$ cat config.mk
export PLATFORM = sky130hd
export DESIGN_NAME = uart_prog_loader
export DESIGN_NICKNAME = d
export VERILOG_FILES = /design/src/rtl/uart_prog_loader_pkg.sv /design/src/rtl/uart_rx.sv /design/src/rtl/uart_prog_loader.sv
export SDC_FILE = /design/constraint.sdc
export NUM_CORES = 1
export LEC_CHECK = 0
export ABC_AREA = 1
export CORE_UTILIZATION = 50
export DETAILED_ROUTE_END_ITERATION = 6
export DONT_BUFFER_PORTS = 1
export PLACE_DENSITY = 0.7
export SYNTH_ARGS = -nofsm -noshare
export SYNTH_HDL_FRONTEND = slang
export SYNTH_SLANG_ARGS = --single-unit
$ cat constraint.sdc
create_clock -name wb_clk_i -period 1.8 [get_ports wb_clk_i]
set_input_delay 0.27 -clock wb_clk_i [delete_from_list [all_inputs] [get_ports wb_clk_i]]
set_output_delay 0.27 -clock wb_clk_i [all_outputs]
set_load 0.01 [all_outputs]
$ cat src/rtl/uart_prog_loader_pkg.sv
// uart_prog_loader_pkg: loader and receiver state enums, terminator word, bytes-per-word constants
package uart_prog_loader_pkg;
  typedef enum logic [1:0] {IDLE, LOAD, RUN, ERROR} state_e;
  typedef enum logic [1:0] {RX_IDLE, RX_START, RX_DATA, RX_STOP} rx_state_e;
  localparam logic [31:0] TERM_WORD_DEF = 32'h00000FFF;
  localparam int BYTES_PER_WORD = 4;
  localparam int BCNT_W = $clog2(BYTES_PER_WORD);
endpackage

$ cat src/rtl/uart_rx.sv
// uart_rx: 8N1 receiver; in clk_i, rst_i, rx_i (async, idle high); out rx_valid_o pulse, rx_byte_o, rx_frame_err_o pulse
module uart_rx
  import uart_prog_loader_pkg::*;
#(
  parameter int CLKS_PER_BIT = 868
) (
  input  logic       clk_i,
  input  logic       rst_i,
  input  logic       rx_i,
  output logic       rx_valid_o,
  output logic [7:0] rx_byte_o,
  output logic       rx_frame_err_o
);
  localparam int CW = $clog2(CLKS_PER_BIT);
  localparam logic [CW-1:0] HALF = CW'(CLKS_PER_BIT / 2 - 1);
  localparam logic [CW-1:0] LAST = CW'(CLKS_PER_BIT - 1);
  rx_state_e st_q, st_d;
  logic s1_q, s2_q, prev_q;
  logic [CW-1:0] cnt_q, cnt_d;
  logic [2:0] bit_q, bit_d;
  logic [7:0] byte_q, byte_d;
  logic valid_d, ferr_d;
  always_ff @(posedge clk_i) begin
    if (rst_i) begin
      {s1_q, s2_q, prev_q} <= 3'b111;
      st_q <= RX_IDLE;
      cnt_q <= '0;
      bit_q <= '0;
      byte_q <= '0;
      rx_valid_o <= 1'b0;
      rx_frame_err_o <= 1'b0;
    end else begin
      {s1_q, s2_q, prev_q} <= {rx_i, s1_q, s2_q};
      st_q <= st_d;
      cnt_q <= cnt_d;
      bit_q <= bit_d;
      byte_q <= byte_d;
      rx_valid_o <= valid_d;
      rx_frame_err_o <= ferr_d;
    end
  end
  // Start is re-checked half a bit after the edge; every later sample is a whole bit on, landing mid-bit.
  always_comb begin
    st_d = st_q;
    cnt_d = cnt_q + 1'b1;
    bit_d = bit_q;
    byte_d = byte_q;
    valid_d = 1'b0;
    ferr_d = 1'b0;
    case (st_q)
      RX_IDLE: begin
        cnt_d = '0;
        if (prev_q && !s2_q) st_d = RX_START;
      end
      RX_START: if (cnt_q == HALF) begin
        cnt_d = '0;
        st_d = s2_q ? RX_IDLE : RX_DATA;
      end
      RX_DATA: if (cnt_q == LAST) begin
        cnt_d = '0;
        byte_d = {s2_q, byte_q[7:1]};
        bit_d = bit_q + 1'b1;
        if (bit_q == 3'd7) st_d = RX_STOP;
      end
      RX_STOP: if (cnt_q == LAST) begin
        st_d = RX_IDLE;
        valid_d = s2_q;
        ferr_d = !s2_q;
      end
      default: st_d = RX_IDLE;
    endcase
  end
  assign rx_byte_o = byte_q;
endmodule

$ cat src/rtl/uart_prog_loader.sv
// uart_prog_loader: UART boot loader; in wb_clk_i, wb_rst_i, load_en_i, uart_rx_i; out ready_o, imem_we_o/addr_o/wdata_o, core_rst_o, done_o, err_o, words_o
module uart_prog_loader
  import uart_prog_loader_pkg::*;
#(
  parameter int          CLKS_PER_BIT = 868,
  parameter int          ADDR_W       = 12,
  parameter logic [31:0] TERM_WORD    = TERM_WORD_DEF
) (
  input  logic              wb_clk_i,
  input  logic              wb_rst_i,
  input  logic              load_en_i,
  input  logic              uart_rx_i,
  output logic              ready_o,
  output logic              imem_we_o,
  output logic [ADDR_W-1:0] imem_addr_o,
  output logic [31:0]       imem_wdata_o,
  output logic              core_rst_o,
  output logic              done_o,
  output logic              err_o,
  output logic [ADDR_W:0]   words_o
);
  state_e st_q, st_d;
  logic [23:0] sh_q, sh_d;
  logic [BCNT_W-1:0] bcnt_q, bcnt_d;
  logic [ADDR_W:0] words_q, words_d;
  logic [ADDR_W-1:0] addr_q, addr_d;
  logic [31:0] wdata_q, wdata_d, word;
  logic we_q, we_d, err_q, err_d, rx_valid, rx_ferr;
  logic [7:0] rx_byte;
  uart_rx #(.CLKS_PER_BIT(CLKS_PER_BIT)) u_rx (
    .clk_i(wb_clk_i),
    .rst_i(wb_rst_i),
    .rx_i(uart_rx_i),
    .rx_valid_o(rx_valid),
    .rx_byte_o(rx_byte),
    .rx_frame_err_o(rx_ferr)
  );
  always_ff @(posedge wb_clk_i) begin
    if (wb_rst_i) begin
      st_q <= IDLE;
      sh_q <= '0;
      bcnt_q <= '0;
      words_q <= '0;
      addr_q <= '0;
      wdata_q <= '0;
      we_q <= 1'b0;
      err_q <= 1'b0;
    end else begin
      st_q <= st_d;
      sh_q <= sh_d;
      bcnt_q <= bcnt_d;
      words_q <= words_d;
      addr_q <= addr_d;
      wdata_q <= wdata_d;
      we_q <= we_d;
      err_q <= err_d;
    end
  end
  // words_q never exceeds capacity, so its top bit alone flags a full memory.
  always_comb begin
    st_d = st_q;
    sh_d = sh_q;
    bcnt_d = bcnt_q;
    words_d = words_q;
    addr_d = addr_q;
    wdata_d = wdata_q;
    we_d = 1'b0;
    word = {sh_q, rx_byte};
    case (st_q)
      IDLE: st_d = load_en_i ? LOAD : RUN;
      LOAD: begin
        if (rx_ferr) st_d = ERROR;
        else if (rx_valid) begin
          sh_d = word[23:0];
          bcnt_d = bcnt_q + 1'b1;
          if (bcnt_q == BCNT_W'(BYTES_PER_WORD - 1)) begin
            if (word == TERM_WORD) st_d = RUN;
            else if (words_q[ADDR_W]) st_d = ERROR;
            else begin
              we_d = 1'b1;
              addr_d = words_q[ADDR_W-1:0];
              wdata_d = word;
              words_d = words_q + 1'b1;
            end
          end
        end
      end
      default: ;
    endcase
    err_d = err_q | rx_ferr | (st_d == ERROR);
  end
  assign ready_o = st_q == LOAD;
  assign done_o = st_q == RUN;
  assign core_rst_o = st_q != RUN;
  assign imem_we_o = we_q;
  assign imem_addr_o = addr_q;
  assign imem_wdata_o = wdata_q;
  assign err_o = err_q;
  assign words_o = words_q;
endmodule
==> key figures, run 1 <==
Power
  • Sequential Power Share: 42.7%
  • P per Cell Area: 1080 nW/um^2
  • Pleak: 2.14 nW
  • Pint: 4.72 mW
  • Gate power share: 1.9%
  • Clock share of power: 55.4%
  • P_sw: 1.30 mW
  • Switching Share: 21.6%
  • VDD IR max: 0.000621 V

Routing
  • DRT Pass-1 Iters: 4
  • Per-cell routed wire length: 14.2 um
  • ANT nets after route: 0
  • Initial DRC Count: 197
  • Routed wire length: 11,100 um
  • DR vias/cell: 5.37
  • DRC: 0
  • DR vias: 4,197

Synth
  • Synth cell types: 26
  • Synth warn: 0
  • Cell Area, Synth: 4820 um^2
  • Sequential fraction of the synthesis area: 47.7%
  • Post-synthesis net count: 649
  • Dominant synthesized flop cell: dfxtp_1
  • Synth top cells by count: nand2_1, dfxtp_1, a21oi_1, nand4_1, inv_1
  • Synth top area share: 47.7%
  • Post-synth ARST share: 0%
  • Top cells by area, synth: dfxtp_1, nand2_1, a21oi_1
  • Avg Inst Size Synth: 7.55 um^2
  • Post-synth top area cell: dfxtp_1
  • Post-synth EDFFs: 0
  • Gate Count Post-Synth: 639
  • Top-count cell post-synth: nand2_1
  • #FFs+latches synth: 115

CTS
  • Clock Latency Late Sink: 0.50 ns
  • Num CTS Buffers: 17
  • TritonCTS clock tree: yes
  • Clk slew on worst S/H paths: 0.06 ns
  • Root buf cell: clkbuf_8
  • Clock Path Buffers: 2
  • CTS sink cnt: 115
  • H-tree depth: 4

Placed design
  • IO buf count: 0
  • DP HPWL: 7150 um
  • Dpl cells: 746
  • GPL Wtd Cong: 0.860

Critical path
  • Critical Path Start Type: flop
  • Worst-path fanout max: 21
  • WP data required: 2.19 ns
  • Critical path class: reg2reg
  • Worst EP arrival: 2.04 ns
  • Worst Setup End Kind: flop

GRT
  • Vias in the first global route: 3,819
  • Largest net degree at the start of global routing: 64
  • Initial antenna violation count: 0
  • GRT Total Usage: 23.0%
  • Global-route wire length before repair: 18,300 um
  • Global route total overflow: 0

STA
  • Actual slew at the worst max-slew pin: 0.477 ns
  • Clock skew: 0.00960 ns
  • Setup TNS Final: 0 ns
  • Final period utilization: 91.5%
  • Setup-failing EPs final: 0
  • Fmax achieved: 0.607 GHz
  • Slew headroom: 68.2%
  • Final hold vios: 0
  • RSZ-0062 raised after global routing: no
  • Slew Limit Fails: 0
  • Tmin final: 1.65 ns

Floorplanning
  • IO Pins: 66
  • Initial Util: 52.0%
  • Row cnt: 35
  • Die Width: 100 um
  • Die ar.: 10,000 um^2
  • Core Area: 9280 um^2
  • Vert. Die Dim: 100 um

Cells and area
  • Antenna diode count: 0
  • Final Non-Filler Cells: 781
  • NumNets Final: 649
  • Fill cell count: 872
  • Register area: 2300 um^2
  • Fraction of layout cells with a size suffix above 1: 9.20%
  • Area Growth Syn to Fin: 16.1%
  • Area occupied by multi-input gates: 2090 um^2

Status
  • Status: finished clean

Hold path
  • HP Class: in2reg

Run
  • Max_cap viols: 0
==> cell families (layout without fill, tap and decap cells) <==
group	count (synthesis)	in the layout	synth area share (%)
AO/OA/AOI/OAI	133	133	14.0
flip-flops	115	115	47.7
XOR/XNOR	12	12	2.18
AND/OR/NAND/NOR	270	270	25.3
adder cells (fa/ha/maj)	6	6	1.56
buffers and inverters	103	116	9.21
==> layout make-up <==
type / instances / area share (%)
sequential: 115 / 41.1
multi-input combinational: 421 / 37.3
clock buffer: 17 / 7.40
inverter: 62 / 4.16
timing repair buffer: 22 / 3.91
clock inverter: 15 / 3.24
tap: 129 / 2.88
==> routing by layer <==
layer / track usage (%) / vias up / share of wire (%)
li1: - / 2133 / -
met1: 29.3 / 1929 / 46
met2: 36.6 / 116 / 47
met3: 7.66 / 19 / 6.0
met4: 7.47 / 0 / 1.2
met5: 0 / - / 0
==> state kept, by name, summed over array words and instances (netlist names), 2 cells and up, named ones only <==
| register | flops |
|---|---|
| imem_wdata_o | 32 |
| sh_q | 24 |
| words_o | 13 |
| imem_addr_o | 12 |
| u_rx.cnt_q | 10 |
| u_rx.rx_byte_o | 8 |
| u_rx.bit_q | 3 |
| bcnt_q | 2 |
| st_q | 2 |
==> cell usage in the layout (no fill, tap or decap), drive strengths merged <==
cell,netlist,routed
dfxtp,115,115
nor3,5,5
clkbuf,22,17
nand2,132,132
clkinv,0,7
nand3,16,16
a21oi,93,93
and2,1,1
bufinv,0,3
dlygate4sd3,0,2
xor2,10,10
buf,19,20
nand4,63,63
o21ai,38,38
nand3b,2,2
o21bai,1,1
xnor2,2,2
or2,2,2
ha,6,6
clkinvlp,0,2
nor2,49,49
o31ai,1,1
inv,62,65
==> power groups by stage <==
stage	combinational (mW)	clock, mW	sequential (mW)
2_1_floorplan	0.0805	0	2.62
3_3_place_gp	0.0808	0	2.63
3_5_place_dp	0.0826	0	2.63
4_1_cts	0.115	3.38	2.57
5_1_grt	0.128	3.52	2.57
6_report	0.114	3.33	2.57
==> path summary, 6_finish.rpt <==
check | start | slack (ns) | cells after the start | endpoint
worst max-delay path | bcnt_q[0] | 0.15 | 11 | err_o
worst min-delay path | load_en_i | 0.05 | 4 | st_q[0]
worst max register to register | bcnt_q[0] | 0.15 | 11 | err_o
worst min register to register | u_rx.s1_q | 0.41 | 1 | u_rx.s2_q
==> through the flow <==
step | util, % | hold WS, ns | worst slack (ns) | cell area, um^2 | power (mW)
2_1_floorplan | - | 0.374 | 0.242 | 4820 | 2.70
3_3_place_gp | 53.3 | 0.345 | 0.200 | 4950 | 2.71
3_5_place_dp | 53.3 | 0.346 | 0.140 | 4950 | 2.71
4_1_cts | 60.2 | 0.0271 | 0.134 | 5590 | 6.06
5_1_grt | 60.3 | 0.0444 | 0.00342 | 5600 | 6.22
6_report | 60.3 | 0.0512 | 0.152 | 5600 | 6.02
==> repair_timing <==
item / CTS / global route
hold buffers: 3 / 0
hold endpoints to repair: 63 / 0
endpoints found under the setup margin: 0 / 15
setup buffers: 0 / 0
resized for setup: 0 / 2
==> worst max-delay path, cell delays in order, from the launching register on <==
cell     delay (ns)
dfxtp_1        0.35
ha_1           0.16
nand2_1        0.05
inv_1          0.06
nand2_1        0.10
nor2_4         0.15
buf_4          0.27
nand3_1        0.14
nand2_1        0.08
inv_1          0.06
nand3_1        0.07
nand2_1        0.05
(Power assumes the default switching activity.)
==> run 2: changes to the inputs <==
CTS_CLUSTER_SIZE = 28   (was default)
==> results of run 2 <==
Same layout as run 1: the final DEF is identical, and so are final timing and power.
==> run 3: changes to the inputs <==
PLACE_DENSITY = default   (was 0.7)
==> run 3 against run 2 <==
Via count shrank 1.6%. Register-to-register slack gained 0.06 ns. Critical endpoint is now core_rst_o. Hold slack gained 0.029 ns. Sequential share of layout area grew 0.092 points. Critical path type is now reg2out. Clock skew grew 0.0036 ns.
==> key figures, run 3 (synthesized netlist as in run 1, its figures left out) <==
Cells and area
  • Antenna diode count: 0
  • Area Growth Syn to Fin: 15.8%
  • Max reg flops: 32
  • Final Non-Filler Cells: 781
  • Post-route core utilization: 60.2%
  • Design Area, Final: 5590 um^2
  • NumNets Final: 650
  • Most frequent cells in the layout: nand2_1, dfxtp_1, a21oi_1
  • Fraction of layout cells with a size suffix above 1: 9.20%
  • Commonest non-fill, non-tap cell in the layout: nand2_1

Critical path
  • Worst Setup End Kind: primary output
  • R2R setup slack: 0.21 ns
  • Worst EP arrival: 1.36 ns
  • Critical path class: reg2out
  • WP data required: 1.53 ns
  • Critical Path Start Type: flop
  • Worst-path fanout max: 3

STA
  • Tmin final: 1.63 ns
  • Fmax achieved: 0.615 GHz
  • Setup-failing EPs final: 0
  • Actual slew at the worst max-slew pin: 0.444 ns
  • Final hold vios: 0
  • Post-route setup slack: 0.175 ns
  • Setup TNS Final: 0 ns
  • Final hold slack: 0.0802 ns
  • Final period utilization: 90.3%
  • Slew Limit Fails: 0
  • Clock skew: 0.0132 ns
  • RSZ-0062 raised after global routing: no
  • Slew headroom: 70.4%

CTS
  • Setup Fix Bufs, Post-CTS: 0
  • TritonCTS clock tree: yes
  • Num CTS Buffers: 17
  • Clock Latency Late Sink: 0.52 ns
  • H-tree depth: 4
  • Root buf cell: clkbuf_8
  • CTS sink cnt: 115
  • Clk slew on worst S/H paths: 0.06 ns
  • Clock Path Buffers: 2

Routing
  • DR vias: 4,129
  • ANT nets after route: 0
  • DR vias/cell: 5.29
  • DRT Pass-1 Iters: 6
  • Per-cell routed wire length: 14.0 um
  • Initial DRC Count: 190
  • Routed wire length: 10,900 um
  • DRC: 0

Placed design
  • Dpl cells: 747
  • DP Area: 4980 um^2
  • IO buf count: 0
  • DP HPWL: 7090 um
  • Pre-CTS WS: 0.153 ns
  • GPL Wtd Cong: 0.811

Floorplanning
  • Core Area: 9280 um^2
  • Initial Util: 52.0%
  • IO Pins: 66
  • Vert. Die Dim: 100 um
  • Row cnt: 35
  • Die Width: 100 um
  • Die ar.: 10,000 um^2

GRT
  • Largest net degree at the start of global routing: 64
  • Global-route wire length before repair: 18,700 um
  • Initial antenna violation count: 0
  • Vias in the first global route: 3,957
  • GRT Total Usage: 23.7%
  • Global route total overflow: 0

Power
  • Total Power: 5.80 mW
  • P per Cell Area: 1040 nW/um^2
  • VDD IR max: 0.000575 V
  • Pleak: 2.13 nW

Status
  • Status: finished clean

Hold path
  • HP Class: in2reg

Run
  • Max_cap viols: 0
[run 3: timing repair]
action | in CTS | in global routing
gates resized for setup | 0 | 1
hold buffers | 3 | 0
endpoints found under the hold margin | 64 | 0
setup endpoints to repair | 0 | 2
[run 3: where the power goes]
| group | switching (mW) | total [mW] | internal, mW | leakage [nW] |
|---|---|---|---|---|
| sequential | 0.0113 | 2.57 | 2.56 | 0.927 |
| combinational | 0.0788 | 0.118 | 0.0391 | 0.940 |
| clock | 1.16 | 3.11 | 1.95 | 0.262 |
| total | 1.25 | 5.80 | 4.55 | 2.13 |
[run 3: critical path, cell delays in order, from the launching register on]
cell	delay [ns]
dfxtp_1	0.37
inv_1	0.08
nor2_1	0.26
inv_1	0.14
[run 3: cell type report]
cell class	count	area, um^2
fill	866	3700
tap	129	161
clock inverter	14	140
timing repair buffer	23	248
sequential	115	2300
clock buffer	17	414
inverter	62	233
multi-input combinational	421	2090
[run 3: routing by layer]
layer / wire [um] / vias to the layer above / GRT usage, %
li1: - / 2139 / -
met1: 5350 / 1894 / 30.5
met2: 4970 / 87 / 37.8
met3: 508 / 9 / 7.45
met4: 108 / 0 / 7.69
met5: 0 / - / 0
[run 3: path summary, 6_finish.rpt]
path	from	end	cells past startpoint
min reg2reg	u_rx.s1_q	u_rx.s2_q	1
min	wb_rst_i	u_rx.prev_q	2
max	st_q[1]	core_rst_o	3
max reg2reg	u_rx.cnt_q[0]	flop	10
